$ cat config.mk
export PLATFORM = sky130hd
export DESIGN_NAME = alu_issue_ctrl_flat
export DESIGN_NICKNAME = d
export VERILOG_FILES = /design/src/rtl/alu_issue_if.sv /design/src/rtl/alu_issue_ctrl.sv /design/src/flat_wrapper.sv
export SDC_FILE = /design/constraint.sdc
export NUM_CORES = 1
export LEC_CHECK = 0
export CORE_UTILIZATION = 43
export CTS_BUF_LIST = sky130_fd_sc_hd__clkbuf_4 sky130_fd_sc_hd__clkbuf_8 sky130_fd_sc_hd__clkbuf_16
export CTS_CLUSTER_SIZE = 30
export DETAILED_ROUTE_END_ITERATION = 10
export PLACE_DENSITY = 0.85
export SLEW_MARGIN = 20
export SYNTH_ARGS = -nofsm -noshare
export SYNTH_HDL_FRONTEND = slang
export SYNTH_SLANG_ARGS = --single-unit
$ cat constraint.sdc
create_clock -name clk -period 5.6 [get_ports clk]
set_clock_uncertainty 0.1 [all_clocks]
set_input_delay 0.84 -clock clk [delete_from_list [all_inputs] [get_ports clk]]
set_output_delay 0.84 -clock clk [all_outputs]
set_load 0.005 [all_outputs]
$ cat src/rtl/alu_issue_if.sv
// alu_issue_if: command, ALU operand/result and response bundle for alu_issue_ctrl
// The cmd_fwd signal exists only when ALU_ISSUE_FWD_EN is defined.
interface alu_issue_if #(parameter int N = 32, parameter int TAG_W = 4);
  logic             cmd_valid;
  logic             cmd_ready;
  logic [3:0]       cmd_opcode;
  logic [N-1:0]     cmd_a;
  logic [N-1:0]     cmd_b;
  logic [TAG_W-1:0] cmd_tag;
`ifdef ALU_ISSUE_FWD_EN
  logic             cmd_fwd;
`endif
  logic [3:0]       alu_opcode;
  logic [N-1:0]     alu_op_a;
  logic [N-1:0]     alu_op_b;
  logic [N-1:0]     alu_result;
  logic             rsp_valid;
  logic             rsp_ready;
  logic [N-1:0]     rsp_result;
  logic [TAG_W-1:0] rsp_tag;
  logic             rsp_err;
  modport master (
    input  cmd_valid, cmd_opcode, cmd_a, cmd_b, cmd_tag,
`ifdef ALU_ISSUE_FWD_EN
    input  cmd_fwd,
`endif
    input  alu_result, rsp_ready,
    output cmd_ready, alu_opcode, alu_op_a, alu_op_b, rsp_valid, rsp_result, rsp_tag, rsp_err
  );
  modport slave (
    output cmd_valid, cmd_opcode, cmd_a, cmd_b, cmd_tag,
`ifdef ALU_ISSUE_FWD_EN
    output cmd_fwd,
`endif
    output alu_result, rsp_ready,
    input  cmd_ready, alu_opcode, alu_op_a, alu_op_b, rsp_valid, rsp_result, rsp_tag, rsp_err
  );
endinterface

$ cat src/rtl/alu_issue_ctrl.sv
// alu_issue_ctrl: issues commands to a fixed-latency ALU and returns tagged results
// Define ALU_ISSUE_FWD_EN to enable forwarding of the last result as operand A.
module alu_issue_ctrl #(
  parameter int N       = 32,
  parameter int TAG_W   = 4,
  parameter int ALU_LAT = 0
) (
  input  logic        clk,
  input  logic        rst_n,
  alu_issue_if.master bus,
  output logic        busy,
  output logic [15:0] err_cnt
);
  localparam int CW = ALU_LAT > 0 ? $clog2(ALU_LAT + 1) : 1;
  typedef enum logic [1:0] {IDLE, WAIT, RESP} state_t;
  state_t           state, state_nx;
  logic [CW-1:0]    cnt;
  logic [3:0]       opc_q;
  logic [N-1:0]     a_q, b_q, res_q, a_in;
  logic [TAG_W-1:0] tag_q;
  logic             err_q, acc, legal;
`ifdef ALU_ISSUE_FWD_EN
  logic [N-1:0]     last_q;
  assign a_in = bus.cmd_fwd ? last_q : bus.cmd_a;
`else
  assign a_in = bus.cmd_a;
`endif
  assign acc   = bus.cmd_valid && state == IDLE;
  assign legal = bus.cmd_opcode < 4'd9;
  always_ff @(posedge clk or negedge rst_n)
    if (!rst_n) state <= IDLE;
    else        state <= state_nx;
  always_comb
    state_nx = state == IDLE ? (acc ? (legal ? WAIT : RESP) : IDLE) :
               state == WAIT ? (cnt == '0 ? RESP : WAIT) :
               (bus.rsp_ready ? IDLE : RESP);
  always_comb begin
    bus.cmd_ready = state == IDLE;
    bus.rsp_valid = state == RESP;
    busy          = state != IDLE;
  end
  assign bus.alu_opcode = opc_q;
  assign bus.alu_op_a   = a_q;
  assign bus.alu_op_b   = b_q;
  assign bus.rsp_result = res_q;
  assign bus.rsp_tag    = tag_q;
  assign bus.rsp_err    = err_q;
  // Operands only move on a legal accept so the ALU inputs stay stable otherwise.
  always_ff @(posedge clk or negedge rst_n)
    if (!rst_n) begin
      cnt     <= '0;
      opc_q   <= '0;
      a_q     <= '0;
      b_q     <= '0;
      res_q   <= '0;
      tag_q   <= '0;
      err_q   <= 1'b0;
      err_cnt <= '0;
`ifdef ALU_ISSUE_FWD_EN
      last_q  <= '0;
`endif
    end else begin
      if (acc) begin
        tag_q <= bus.cmd_tag;
        err_q <= !legal;
        cnt   <= CW'(ALU_LAT);
        if (legal) begin
          opc_q <= bus.cmd_opcode;
          a_q   <= a_in;
          b_q   <= bus.cmd_b;
        end else begin
          res_q <= '0;
          if (err_cnt != 16'hFFFF) err_cnt <= err_cnt + 16'd1;
        end
      end
      if (state == WAIT) begin
        if (cnt == '0) begin
          res_q  <= bus.alu_result;
`ifdef ALU_ISSUE_FWD_EN
          last_q <= bus.alu_result;
`endif
        end else cnt <= cnt - CW'(1);
      end
    end
endmodule
$ cat src/flat_wrapper.sv
// flat-port wrapper written by rule: the top's interface ports become plain ports
module alu_issue_ctrl_flat 
#(
  parameter int N       = 32,
  parameter int TAG_W   = 4,
  parameter int ALU_LAT = 0
)
  (clk, rst_n, busy, err_cnt, bus_cmd_valid, bus_cmd_opcode, bus_cmd_a, bus_cmd_b, bus_cmd_tag, bus_alu_result, bus_rsp_ready, bus_cmd_ready, bus_alu_opcode, bus_alu_op_a, bus_alu_op_b, bus_rsp_valid, bus_rsp_result, bus_rsp_tag, bus_rsp_err);
  alu_issue_if #(.N(N), .TAG_W(TAG_W)) bus_i ();
  input  logic clk;
  input  logic rst_n;
  output logic busy;
  output logic [15:0] err_cnt;
  input wire logic [$bits(bus_i.cmd_valid)-1:0] bus_cmd_valid;
  input wire logic [$bits(bus_i.cmd_opcode)-1:0] bus_cmd_opcode;
  input wire logic [$bits(bus_i.cmd_a)-1:0] bus_cmd_a;
  input wire logic [$bits(bus_i.cmd_b)-1:0] bus_cmd_b;
  input wire logic [$bits(bus_i.cmd_tag)-1:0] bus_cmd_tag;
  input wire logic [$bits(bus_i.alu_result)-1:0] bus_alu_result;
  input wire logic [$bits(bus_i.rsp_ready)-1:0] bus_rsp_ready;
  output wire logic [$bits(bus_i.cmd_ready)-1:0] bus_cmd_ready;
  output wire logic [$bits(bus_i.alu_opcode)-1:0] bus_alu_opcode;
  output wire logic [$bits(bus_i.alu_op_a)-1:0] bus_alu_op_a;
  output wire logic [$bits(bus_i.alu_op_b)-1:0] bus_alu_op_b;
  output wire logic [$bits(bus_i.rsp_valid)-1:0] bus_rsp_valid;
  output wire logic [$bits(bus_i.rsp_result)-1:0] bus_rsp_result;
  output wire logic [$bits(bus_i.rsp_tag)-1:0] bus_rsp_tag;
  output wire logic [$bits(bus_i.rsp_err)-1:0] bus_rsp_err;
  assign bus_i.cmd_valid = bus_cmd_valid;
  assign bus_i.cmd_opcode = bus_cmd_opcode;
  assign bus_i.cmd_a = bus_cmd_a;
  assign bus_i.cmd_b = bus_cmd_b;
  assign bus_i.cmd_tag = bus_cmd_tag;
  assign bus_i.alu_result = bus_alu_result;
  assign bus_i.rsp_ready = bus_rsp_ready;
  assign bus_cmd_ready = bus_i.cmd_ready;
  assign bus_alu_opcode = bus_i.alu_opcode;
  assign bus_alu_op_a = bus_i.alu_op_a;
  assign bus_alu_op_b = bus_i.alu_op_b;
  assign bus_rsp_valid = bus_i.rsp_valid;
  assign bus_rsp_result = bus_i.rsp_result;
  assign bus_rsp_tag = bus_i.rsp_tag;
  assign bus_rsp_err = bus_i.rsp_err;
  alu_issue_ctrl #(.N(N), .TAG_W(TAG_W), .ALU_LAT(ALU_LAT)) u_core (.clk(clk), .rst_n(rst_n), .bus(bus_i), .busy(busy), .err_cnt(err_cnt));
endmodule
* Word-level counts from Yosys, hierarchy flattened
Cells that the tools add are included.
Storage, ports and cells: flip-flop bits (word level) 124, input port bits 108, output and inout bits 124, logic and storage cells 35
Cells by class: add/sub/neg operators 2, magnitude comparators 1, equality and inequality tests 3, mux-type cells 13, bitwise logic cells 1, reduce and logical (&&, ||, !) cells 6
Operators with widths (count):
- 32-bit two-way mux | 4
- 16-bit by 1-bit adder with 16-bit output, second input constant | 1
- 16-bit inequality test, second input constant | 1
- 2-bit two-way mux | 6
- 4-bit < comparator, second input constant | 1
- 1-bit two-way mux | 3
- 3-bit AND reduction | 1
- 2-bit by 1-bit equality test with 1-bit output, second input constant | 1
- 2-bit equality test, second input constant | 1
- 2-bit zero test | 1
- 2-bit AND reduction | 1
- 2-bit nonzero test | 1
- 1-bit logical AND | 1
- 1-bit zero test | 1
- 1-bit NOT | 1
- 1-bit subtractor, second input constant | 1

* Depth between registers and ports, before layout
depth in word-level cells 5, mapped depth 5, gate-level depth less buffers 5

* Least setup slack after synthesis
No wires, ideal clock.
path type input to register, start point input bus_cmd_valid, end point register u_core.err_cnt[12], data arrival time 2.322 ns, data required time 5.372 ns, path slack 3.051 ns, stages on the path 5, path buffers 1, cells stage by stage or3b_1 buf_2 or4_1 nor2_1 mux2_1
On the way: longest elaborated chain between the ends 2
RTL lines:
- start, declared | line flat_wrapper.sv:14 | input wire logic [$bits(bus_i.cmd_valid)-1:0] bus_cmd_valid;
- 1-bit logical AND | line alu_issue_ctrl.sv:28 | assign acc = bus.cmd_valid && state == IDLE;
- 3-bit AND reduction (no line)
- end signal, assigned | line alu_issue_ctrl.sv:73 | if (err_cnt != 16'hFFFF) err_cnt <= err_cnt + 16'd1;
- end, declared | line alu_issue_ctrl.sv:12 | output logic [15:0] err_cnt
No other way between the ends. A chain may end at the register's enable or synchronous reset.

* Worst setup path after layout
start point register u_core.state[1], end point output bus_rsp_valid
On the way: longest elaborated chain between the ends 1
RTL lines:
- start, declared | line alu_issue_ctrl.sv:16 | state_t state, state_nx;
- start signal, assigned | line alu_issue_ctrl.sv:32 | else state <= state_nx;
- 2-bit equality test | line alu_issue_ctrl.sv:39 | bus.rsp_valid = state == RESP;
- end, declared | line flat_wrapper.sv:25 | output wire logic [$bits(bus_i.rsp_valid)-1:0] bus_rsp_valid;
No other way between the ends.

==> Implementation_results.wiki <==
{| class="wikitable"
! Metric !! Value
|-
| Remaining max-slew budget at the tightest pin || 41.8%
|-
| Drt wl/cell || 17.0 um
|-
| Total vias in the final route || 3,599
|-
| Peak supply drop || 0.251 mV
|-
| Total wire length after detailed routing || 12,100 um
|-
| Number of flops mapped to enable cells by yosys || 0
|-
| Synth area leader || dfrtp_1
|-
| Leakage component of the power || 3.33 nW
|-
| Total of max-cap violations || 0
|-
| Global router's overall resource usage || 22.2%
|-
| Synth Register Bits || 124
|-
| Vias in the first global route || 3,780
|-
| Setup TNS || 0 ns
|-
| Fraction of registers with async set or reset after synthesis || 100%
|-
| Global-route wire length before repair || 19,200 um
|-
| RSZ-0062 raised after global routing || no
|-
| Critical-path top delay cell || clkdlybuf4s50_1
|-
| Unique masters post-synth || 31
|-
| Post-cts gate resize count || 0
|-
| Hold bufs inserted after CTS || 0
|-
| Shortest period the worst path allows || 2.67 ns
|-
| Part of the total power dissipated in combinational logic || 35.0%
|-
| Internal Power || 0.00268 W
|-
| Total count of max-transition violations in the final report || 0
|-
| Worst hold path type || input port to async pin
|-
| Number of detailed-routing iterations run before antenna repair || 5
|-
| Design Area, Final || 7700 um2
|-
| Start-to-end type of the worst setup path || flop to output port
|-
| Placer Congestion || 0.764
|-
| Nets || 671
|-
| Endpoint required time on the critical path || 4.66 ns
|-
| DRT antenna net count || 0
|-
| Number of DRC markers in iteration 0 || 133
|-
| Switch Pwr || 0.000970 W
|-
| # Post-CTS Setup Buffers || 0
|-
| Critical Path Start Type || flop
|-
| Cell chain of the critical path || inv_1 > nor2_1 > clkdlybuf4s50_1
|-
| Count of standard-cell rows || 37
|-
| Starting utilization of the core area || 45.1%
|-
| Clock power frac || 25.6%
|-
| Summed instance area of the synthesized netlist || 4720 um2
|-
| Total gr overflow || 0
|-
| Switching share of power || 26.6%
|-
| Top-count cell post-synth || dfrtp_1
|-
| Max FO, Critical Path || 6
|-
| Most common library cells after synthesis || dfrtp_1 (124), mux2_2 (69), a22o_1 (32)
|-
| Ratio of routed vias to standard cells || 5.06
|-
| Slew at the pin closest to its max-slew limit || 0.873 ns
|-
| # clock sinks || 124
|-
| Syn nets || 431
|-
| Worst-skew pair later-pin latency || 0.50 ns
|-
| Count of port buffers added during placement || 231
|-
| Type of destination of the critical path || output port
|-
| Synth top area cells || dfrtp_1 (66%), mux2_2 (16%), a22o_1 (5.9%)
|-
| Total clock buffers created by CTS || 17
|-
| Synthesized area divided by synthesized cell count || 14.7 um2
|-
| Worst path arrival time || 1.73 ns
|-
| Yosys Warn Count || 0
|-
| CTS tree || done
|-
| Clock-pin slew on the worst setup and hold paths || 0.06 ns
|-
| Die footprint || 11,400 um2
|-
| Maximum level of the CTS H-tree || 4
|-
| Detail Placement HPWL || 8650 um
|-
| Fraction of final layout cells with drive strength greater than 1 || 19.5%
|-
| Antenna violations before repair || 0
|-
| Area after DPL || 7190 um2
|-
| Horizontal extent of the die || 107 um
|-
| Number of hold-slack violations in the final timing report || 0
|-
| Worst hold slack across all endpoints || 0.319 ns
|-
| Period utilization || 47.7%
|-
| Total inserted antenna cells || 0
|-
| Maximum number of pins on one net before global-route repair || 69
|-
| Sequential group share of total power || 39.4%
|-
| Io pins || 232
|-
| Layout Area Growth over Synthesis || 63.3%
|-
| Total power density per cell area || 474 nW/um2
|-
| Setup-violating endpoint count in the final report || 0
|-
| Die Span Y || 107 um
|-
| Instance count of the mapped netlist || 322
|-
| CTS Buffer Depth || 2
|-
| DRC violations left || 0
|-
| CP peak stage delay || 0.55 ns
|-
| Run status || finished clean
|-
| Primary FF master, synth || dfrtp_1
|-
| Fraction of synthesized cell area taken by the top area cell type || 65.8%
|-
| FMAX || 0.374 GHz
|-
| Cell at the root of the clock tree || clkbuf_8
|-
| Core Footprint || 10,500 um2
|-
| Share of the yosys chip area belonging to registers || 65.8%
|}
[routing by layer]
layer  track usage (%)  share of wire (%)
met1              26.1                 39
met5                 0                  0
met3              7.42                8.0
met4              8.12                1.4
met2              37.9                 52
[metrics by stage]
stage / power, W / std cells / setup WS (ns) / utilization [%]
2_1_floorplan: 0.00183 / 322 / 3.05 / -
3_3_place_gp: 0.00269 / 679 / 2.50 / 68.7
3_5_place_dp: 0.00274 / 679 / 2.46 / 68.7
4_1_cts: 0.00370 / 711 / 2.89 / 73.6
5_1_grt: 0.00385 / 711 / 2.82 / 73.6
6_report: 0.00365 / 711 / 2.93 / 73.6
[cell families (layout without fill, tap and decap cells)]
| logic type | Yosys count | count (layout) | synth area share (%) |
|---|---|---|---|
| buf+inv | 17 | 270 | 1.38 |
| fa+ha+maj | 1 | 1 | 0.265 |
| xor+xnor | 12 | 12 | 2.23 |
| mux | 70 | 70 | 16.7 |
| compound gates | 43 | 43 | 7.50 |
| flops | 124 | 124 | 65.8 |
| simple gates | 55 | 55 | 6.15 |
[layout by cell type, fill, tap and decap left out, drive strengths merged]
cell	Yosys	layout
a21oi	2	2
a22o	32	32
a31oi	2	2
a32o	1	1
and4	2	2
buf	7	5
clkbuf	7	20
clkdlybuf4s50	0	230
clkinv	0	6
clkinvlp	0	6
dfrtp	124	124
ha	1	1
inv	3	3
mux2	70	70
nand2	21	21
nand3	3	3
nand4	5	5
nor2	8	8
nor3	7	7
nor3b	3	3
nor4	3	3
o211ai	1	1
o21a	1	1
o21ai	2	2
o31a	1	1
o31ai	1	1
or3b	1	1
or4	1	1
or4b	1	1
xor2	12	12
[path summary, 6_finish.rpt]
| path | start | to | slack [ns] | depth (start not counted) |
|---|---|---|---|---|
| max | u_core.state[1] | bus_rsp_valid | 2.93 | 3 |
| min | rst_n | u_core.err_cnt[13] | 0.32 | 1 |
| max reg2reg | u_core.err_cnt[0] | u_core.err_cnt[1] | 3.29 | 5 |
| min reg2reg | u_core.bus.rsp_tag[3] | u_core.bus.rsp_tag[3] | 0.38 | 2 |
| max in group asynchronous | rst_n | u_core.bus.alu_op_b[18] | 3.81 | 2 |
| min in group clk | u_core.bus.rsp_tag[3] | u_core.bus.rsp_tag[3] | 0.38 | 2 |
[power groups by stage]
stage	sequential (W)	combinational, W	clock (W)
detailed placement	0.00145	0.00129	0
global placement	0.00143	0.00127	0
CTS	0.00144	0.00130	0.000957
finish	0.00144	0.00128	0.000935
floorplan	0.00145	0.000374	0
global route	0.00148	0.00137	0.000996
[state kept, by name, summed over array words and instances (netlist names)]
| register | flops |
|---|---|
| u_core.err_cnt | 16 |
| u_core.cnt | 1 |
| u_core.bus.rsp_result | 32 |
| u_core.bus.rsp_tag | 4 |
| u_core.state | 2 |
| u_core.bus.alu_op_b | 32 |
| u_core.bus.alu_opcode | 4 |
| u_core.bus.alu_op_a | 32 |
| u_core.bus.rsp_err | 1 |
[final cells by class]
cell class	count	area (um2)
Tap cell	136	170
Clock buffer	20	443
Fill cell	711	2760
Timing Repair Buffer	235	2340
Multi-Input combinational cell	181	1560
Sequential cell	124	3100
Clock inverter	12	75.1
Inverter	3	11.3
[worst max-delay path, delay by kind of cell, from the launching register on]
family,cells,cell delay (ns)
flip-flops,1,0.46
AND/OR/NAND/NOR,1,0.11
buffers and inverters,2,0.66
Power figures use the tool's default switching activity.
==> RTL change 1: new RTL, same settings <==
`N` is set to 32 in 3 places; all go to 64.
--- a/src/rtl/alu_issue_if.sv
+++ b/src/rtl/alu_issue_if.sv
@@ -1,6 +1,6 @@
 // alu_issue_if: command, ALU operand/result and response bundle for alu_issue_ctrl
 // The cmd_fwd signal exists only when ALU_ISSUE_FWD_EN is defined.
-interface alu_issue_if #(parameter int N = 32, parameter int TAG_W = 4);
+interface alu_issue_if #(parameter int N = 64, parameter int TAG_W = 4);
   logic             cmd_valid;
   logic             cmd_ready;
   logic [3:0]       cmd_opcode;
--- a/src/rtl/alu_issue_ctrl.sv
+++ b/src/rtl/alu_issue_ctrl.sv
@@ -1,7 +1,7 @@
 // alu_issue_ctrl: issues commands to a fixed-latency ALU and returns tagged results
 // Define ALU_ISSUE_FWD_EN to enable forwarding of the last result as operand A.
 module alu_issue_ctrl #(
-  parameter int N       = 32,
+  parameter int N       = 64,
   parameter int TAG_W   = 4,
   parameter int ALU_LAT = 0
 ) (
--- a/src/flat_wrapper.sv
+++ b/src/flat_wrapper.sv
@@ -1,7 +1,7 @@
 // flat-port wrapper written by rule: the top's interface ports become plain ports
 module alu_issue_ctrl_flat 
 #(
-  parameter int N       = 32,
+  parameter int N       = 64,
   parameter int TAG_W   = 4,
   parameter int ALU_LAT = 0
 )
Interface: changed (6 resized); port bits go from 232 to 424. The function was not compared with the original's and may differ.
==> RTL change 1 against the unedited design <==
Combinational power is 100% higher. Critical path depth is 2 higher. Critical path type is now in2reg. Critical endpoint is now u_core.bus.alu_op_b[28]. Power is 87% higher. Area after synthesis is 83% higher. Wire length is 120% higher. Final area is 81% higher. Sequential cell count is 96 higher. Worst setup slack worse by 0.59 ns.
==> RTL change 1: results (changes against the unedited design) <==
Critical path
  – Critical path peak fanout: 75 (was 6)
  – Worst path arrival time: 3.55 ns (was 1.73 ns)
  – Origin of the worst setup path: bus_cmd_valid (was u_core.state[1])
  – Slowest cell on crit path: nor3b_2 (was clkdlybuf4s50_1)
  – Reg2reg end: u_core.bus.alu_op_b[28] (was u_core.err_cnt[1])
  – Worst r2r path cells: 4 (was 5)
  – Slowest Stage Delay on Critical Path: 0.67 ns (was 0.55 ns)
  – R2R setup slack: 2.71 ns (was 3.29 ns)
  – R2R Path Start: u_core.state[1] (was u_core.err_cnt[0])

Clock tree
  – CTS H-tree lvls: 1 (was 4)
  – CTS clk-pin slew, worst paths: 0.06 ns (about the same)
  – Cts bufs inserted: 24 (was 17)
  – CTS Root Cell: clkbuf_16 (was clkbuf_8)
  – Longest Clk Path Bufs: 3 (was 2)

Route
  – Drt pass-1 iters: 4 (was 5)
  – Drt total wl: 26100 um (was 12100 um)
  – Initial drt markers: 230 (was 133)
  – Wire per inst: 20.94 um (was 17.02 um)
  – Vias after detailed routing: 6347 (was 3599)

Layout
  – Logic inverters: 5 (was 3)
  – # diodes: 2 (was 0)
  – Clock Buffer Count: 36 (was 20)
  – Layout cells sized above 1: 19.20% (was 19.48%)
  – Buffers, non-clock: 429 (was 235)
  – #MultiIn Comb: 283 (was 181)
  – Multi-input combinational area share: 21.07% (was 20.27%)
  – Layout clock area frac: 5.983% (was 6.724%)
  – Multi-input logic area: 2930 um^2 (was 1562 um^2)
  – Final net count: 1168 (was 671)
  – Register Area: 5505 um^2 (was 3103 um^2)
  – # fillers: 1294 (was 711)
  – Buffering overhead: 30.81% (was 30.37%)

Yosys
  – Synthesized area per cell: 16.12 um^2 (was 14.65 um^2)
  – Seq/Total Area, Yosys: 63.61% (was 65.77%)
  – Commonest cells in the netlist: 220 x dfrtp_1, 79 x mux2_4, 64 x a22o_1 (was 124 x dfrtp_1, 69 x mux2_2, 32 x a22o_1)
  – Syn_nets: 742 (was 431)
  – Main area contributors after synthesis: dfrtp_1 64%, mux2_4 14%, mux2_2 6.8%, a22o_1 6.5%, buf_6 2.0% (was dfrtp_1 66%, mux2_2 16%, a22o_1 5.9%, xor2_1 2.2%, nand2_1 1.7%)
  – Synth cell types: 41 (was 31)

Place
  – Pre-CTS WS: 1.813 ns (was 2.455 ns)
  – Placed cell areas: 13070 um^2 (was 7186 um^2)
  – GPL Wtd Cong: 0.8273 (was 0.7639)
  – Buffers on Ports: 423 (was 231)
  – Final HPWL DP: 18720 um (was 8651 um)

Pwr
  – Peak supply drop: 318.7 uV (was 250.8 uV)
  – Leakage power: 6.191 nW (was 3.326 nW)

Status
  – Status: complete, no violations (unchanged)

Global routing
  – Initial antenna violation count: 2 (was 0)
  – Vias in the first global route: 6601 (was 3780)
  – Largest net degree at the start of global routing: 120 (was 69)
  – First-pass GRT wire length: 37730 um (was 19240 um)

STA
  – Hold WS: 0.2960 ns (was 0.3187 ns)
  – Worst slew pin tran: 0.8848 ns (was 0.8728 ns)
[RTL change 1: cell types whose count changed in the layout (fill, tap and decap cells not counted), sizes merged, moves of 3 or more]
cell / delta
a22o: +32
clkdlybuf4s50: +192
clkbuf: +16
clkinv: -3
mux2: +62
a41oi: +4
nor2: +3
dfrtp: +96
clkinvlp: -5
xnor2: +4
a21oi: +5
xor2: -8
[RTL change 1: kinds of logic after synthesis]
family,share of synthesized area (%)
flip-flops,63.61
multiplexers,20.72
AO/OA/AOI/OAI,8.197
AND/OR/NAND/NOR,3.687
buffers and inverters,2.834
XOR/XNOR,0.8095
adder cells (fa/ha/maj),0.1445
[RTL change 1: report_power, final]
part           internal, mW  switching [mW]  total (mW)
clock network          1.01           0.621        1.63
logic                  1.79           0.789        2.58
registers              2.22           0.399        2.62
[RTL change 1: worst max-delay path by stage]
| stage | end | slack (ns) | cells past startpoint |
|---|---|---|---|
| finish | u_core.bus.alu_op_b[28] | 2.34 | 5 |
| global route | u_core.bus.alu_op_b[28] | 2.18 | 5 |
| CTS | u_core.bus.alu_op_b[31] | 2.34 | 5 |
| detailed placement | u_core.bus.alu_op_b[27] | 1.81 | 5 |
| global placement | u_core.bus.alu_op_b[25] | 1.90 | 5 |
| floorplan | u_core.bus.rsp_result[14] | 3.40 | 7 |
[RTL change 1: per-layer routing]
metal / vias to the layer above / wire length, um / global-route usage [%]
met5: - / 0 / 0
met4: 0 / 869 / 10.47
met3: 59 / 2794 / 8.730
met2: 323 / 13100 / 40.96
met1: 3149 / 9336 / 27.23
li1: 2816 / - / -
==> RTL change 2: new RTL, same flow settings <==
Without the edit above. Put one more register stage on the output `err_cnt`, with the module's reset. The value now appears one clock later. The other outputs are not delayed to match.
--- a/src/rtl/alu_issue_ctrl.sv
+++ b/src/rtl/alu_issue_ctrl.sv
@@ -13,6 +13,8 @@
 );
   localparam int CW = ALU_LAT > 0 ? $clog2(ALU_LAT + 1) : 1;
   typedef enum logic [1:0] {IDLE, WAIT, RESP} state_t;
+
+  logic [15:0] err_cnt_s0;
   state_t           state, state_nx;
   logic [CW-1:0]    cnt;
   logic [3:0]       opc_q;
@@ -55,7 +57,7 @@
       res_q   <= '0;
       tag_q   <= '0;
       err_q   <= 1'b0;
-      err_cnt <= '0;
+      err_cnt_s0 <= '0;
 `ifdef ALU_ISSUE_FWD_EN
       last_q  <= '0;
 `endif
@@ -70,7 +72,7 @@
           b_q   <= bus.cmd_b;
         end else begin
           res_q <= '0;
-          if (err_cnt != 16'hFFFF) err_cnt <= err_cnt + 16'd1;
+          if (err_cnt_s0 != 16'hFFFF) err_cnt_s0 <= err_cnt_s0 + 16'd1;
         end
       end
       if (state == WAIT) begin
@@ -82,4 +84,12 @@
         end else cnt <= cnt - CW'(1);
       end
     end
+  always_ff @(posedge clk or negedge rst_n) begin
+    if (!rst_n) begin
+      err_cnt <= '0;
+    end else begin
+      err_cnt <= err_cnt_s0;
+    end
+  end
+
 endmodule
Behaviour: not the same (a bounded check fails within 4 cycles, from zero or initial values and one cycle with rst_n low).
==> RTL change 2 against the unedited design <==
Sequential share of layout area rose by 2.6 points. Area after synthesis grew 8.5%. Worst setup slack lost 0.081 ns. Worst hold slack about the same. Sequential power rose by 9.7%. The flow now finishes with violations (design-rule violations). Power grew 7.1%. Highest routed layer unchanged. Wire length grew 2.3%. Final cell count grew 3.1%. Critical path depth rose by 2. Sequential cell count up 16. Final area increased by 6.1%.
==> RTL change 2: results (changes against the unedited design) <==
Route
  – Initial drt markers: 185 (was 133)
  – Wire per inst: 16.89 um (was 17.02 um)
  – DR vias/cell: 4.984 (was 5.062)
  – Drt pass-1 iters: 7 (was 5)
  – Residual DRC: 30 (was 0)

Critical path
  – Worst path arrival time: 2.93 ns (was 1.73 ns)
  – Critical path peak fanout: 8 (was 6)

STA
  – Max-slew headroom: 40.90% (was 41.82%)

Layout
  – Layout cells sized above 1: 18.81% (was 19.48%)
  – # diodes: 0 (unchanged)
  – Final net count: 688 (was 671)
  – # fillers: 824 (was 711)

Global routing
  – Met2 Use GR: 36.35% (was 37.88%)
  – Initial antenna violation count: 0 (unchanged)
  – GRT Overall Usage: 21.10% (was 22.22%)
  – Vias in the first global route: 3922 (was 3780)
  – M1 GR Usage: 24.61% (was 26.06%)
  – First-pass GRT wire length: 20110 um (was 19240 um)
  – Met3 track demand over resource: 6.944% (was 7.416%)
  – Largest net degree at the start of global routing: 79 (was 69)

Clock tree
  – CTS H-tree lvls: 4 (unchanged)
  – Post_cts resized: 0 (unchanged)
  – CTS Root Cell: clkbuf_16 (was clkbuf_8)
  – CTS clk-pin slew, worst paths: 0.05 ns
  – Longest Clk Path Bufs: 2 (unchanged)
  – Cts bufs inserted: 17 (unchanged)
  – Clk_lat worst skew: 0.40 ns (was 0.50 ns)
  – Post-CTS Setup Bufs: 0 (unchanged)

Status
  – Violated checks: design-rule violations
  – Status: finished with violations (was complete, no violations)

Yosys
  – Ys flop type: dfrtp_1 (unchanged)
  – Synthesis Warnings: 0 (unchanged)
  – Commonest cells in the netlist: 140 x dfrtp_1, 69 x mux2_2, 32 x a22o_1 (was 124 x dfrtp_1, 69 x mux2_2, 32 x a22o_1)
  – Synthesized-area fraction occupied by adder cells: 0.2444% (was 0.2652%)
  – Ys async rst share: 100.0% (unchanged)
  – Complex-gate fraction of the synthesized area: 6.916% (was 7.505%)
  – Main area contributors after synthesis: dfrtp_1 68%, mux2_2 15%, a22o_1 5.5%, xor2_1 2.1%, nand2_1 1.5% (was dfrtp_1 66%, mux2_2 16%, a22o_1 5.9%, xor2_1 2.2%, nand2_1 1.7%)
  – Syn_nets: 447 (was 431)
  – Synth cell types: 31 (unchanged)
  – Synth Area in XOR/XNOR: 2.053% (was 2.228%)
  – Proportion of synthesized area in mux cells: 15.40% (was 16.71%)
  – Seq/Total Area, Yosys: 68.43% (was 65.77%)

Place
  – Final HPWL DP: 8977 um (was 8651 um)
  – GPL Wtd Cong: 0.8297 (was 0.7639)
  – Buffers on Ports: 231 (unchanged)

Pwr
  – Leakage power: 3.577 nW (was 3.326 nW)
  – Peak supply drop: 268.1 uV (was 250.8 uV)

Flow run
  – Maxcap violations: 0 (unchanged)

Min path
  – Worst Hold Class: reg2reg (was in2async)
==> RTL change 2: changes by cell type after synthesis, sizes merged <==
cell	change
dfrtp	+16
==> RTL change 2: worst paths after layout <==
path                                       from  cells after the start                      end  slack [ns]
max                               bus_cmd_valid                      5    u_core.err_cnt_s0[12]        2.85
min                        u_core.err_cnt_s0[7]                      0        u_core.err_cnt[7]        0.32
max reg2reg                     u_core.state[1]                      4    u_core.err_cnt_s0[12]        3.29
min reg2reg                u_core.err_cnt_s0[7]                      0        u_core.err_cnt[7]        0.32
max in group asynchronous                 rst_n                      2        u_core.err_cnt[6]        3.80
min in group asynchronous                 rst_n                      1  u_core.bus.alu_op_b[13]        0.35
==> RTL change 2: kinds of logic (layout without fill, tap and decap cells) <==
group / count (synthesis) / in the layout
DFF: 140 / 140
adders and majority gates: 1 / 1
and+or+nand+nor: 55 / 55
xor gates and xnor gates: 12 / 12
AOI/OAI and AO/OA: 43 / 43
muxes: 70 / 70
buffers and inverters: 17 / 269
==> RTL change 2: metal layers <==
layer,up-vias,wire [um],part of all wire (%)
met5,-,0,0
li1,1694,-,-
met3,17,937,7.6
met2,151,6343,51
met4,0,203,1.6
met1,1791,4893,40
==> RTL change 2: layout make-up <==
cell class              count  area share (%)
flip-flops and latches    140           42.88
repair buffers            236           28.77
multi-input cells         181           19.11
clock buffers              22           5.743
well taps                 143           2.190
clock inverters             8           1.164
inverters                   3          0.1378
==> RTL change 2: report_power, final <==
| part | internal (mW) | leakage [nW] | switching [mW] | total (mW) |
|---|---|---|---|---|
| registers | 1.37 | 1.74 | 0.212 | 1.58 |
| logic | 0.890 | 1.56 | 0.378 | 1.27 |
| clock network | 0.678 | 0.279 | 0.383 | 1.06 |
==> RTL change 2: critical path, cell delays in order <==
cell and delay (ns):
clkdlybuf4s50_1 0.49, or3b_1 0.48, or4_1 0.64, nor2_1 0.15
mux2_1 0.33
==> RTL change 2: per-stage QoR <==
stage | instances | setup WS [ns] | instance area (um^2) | hold slack, ns
2_1_floorplan | 338 | 3.051 | 5120 | 0.2916
3_3_place_gp | 703 | 2.503 | 7606 | 0.3079
3_5_place_dp | 703 | 2.453 | 7606 | 0.3099
4_1_cts | 733 | 2.870 | 8170 | 0.3233
5_1_grt | 733 | 2.783 | 8170 | 0.3392
6_report | 733 | 2.846 | 8170 | 0.3185
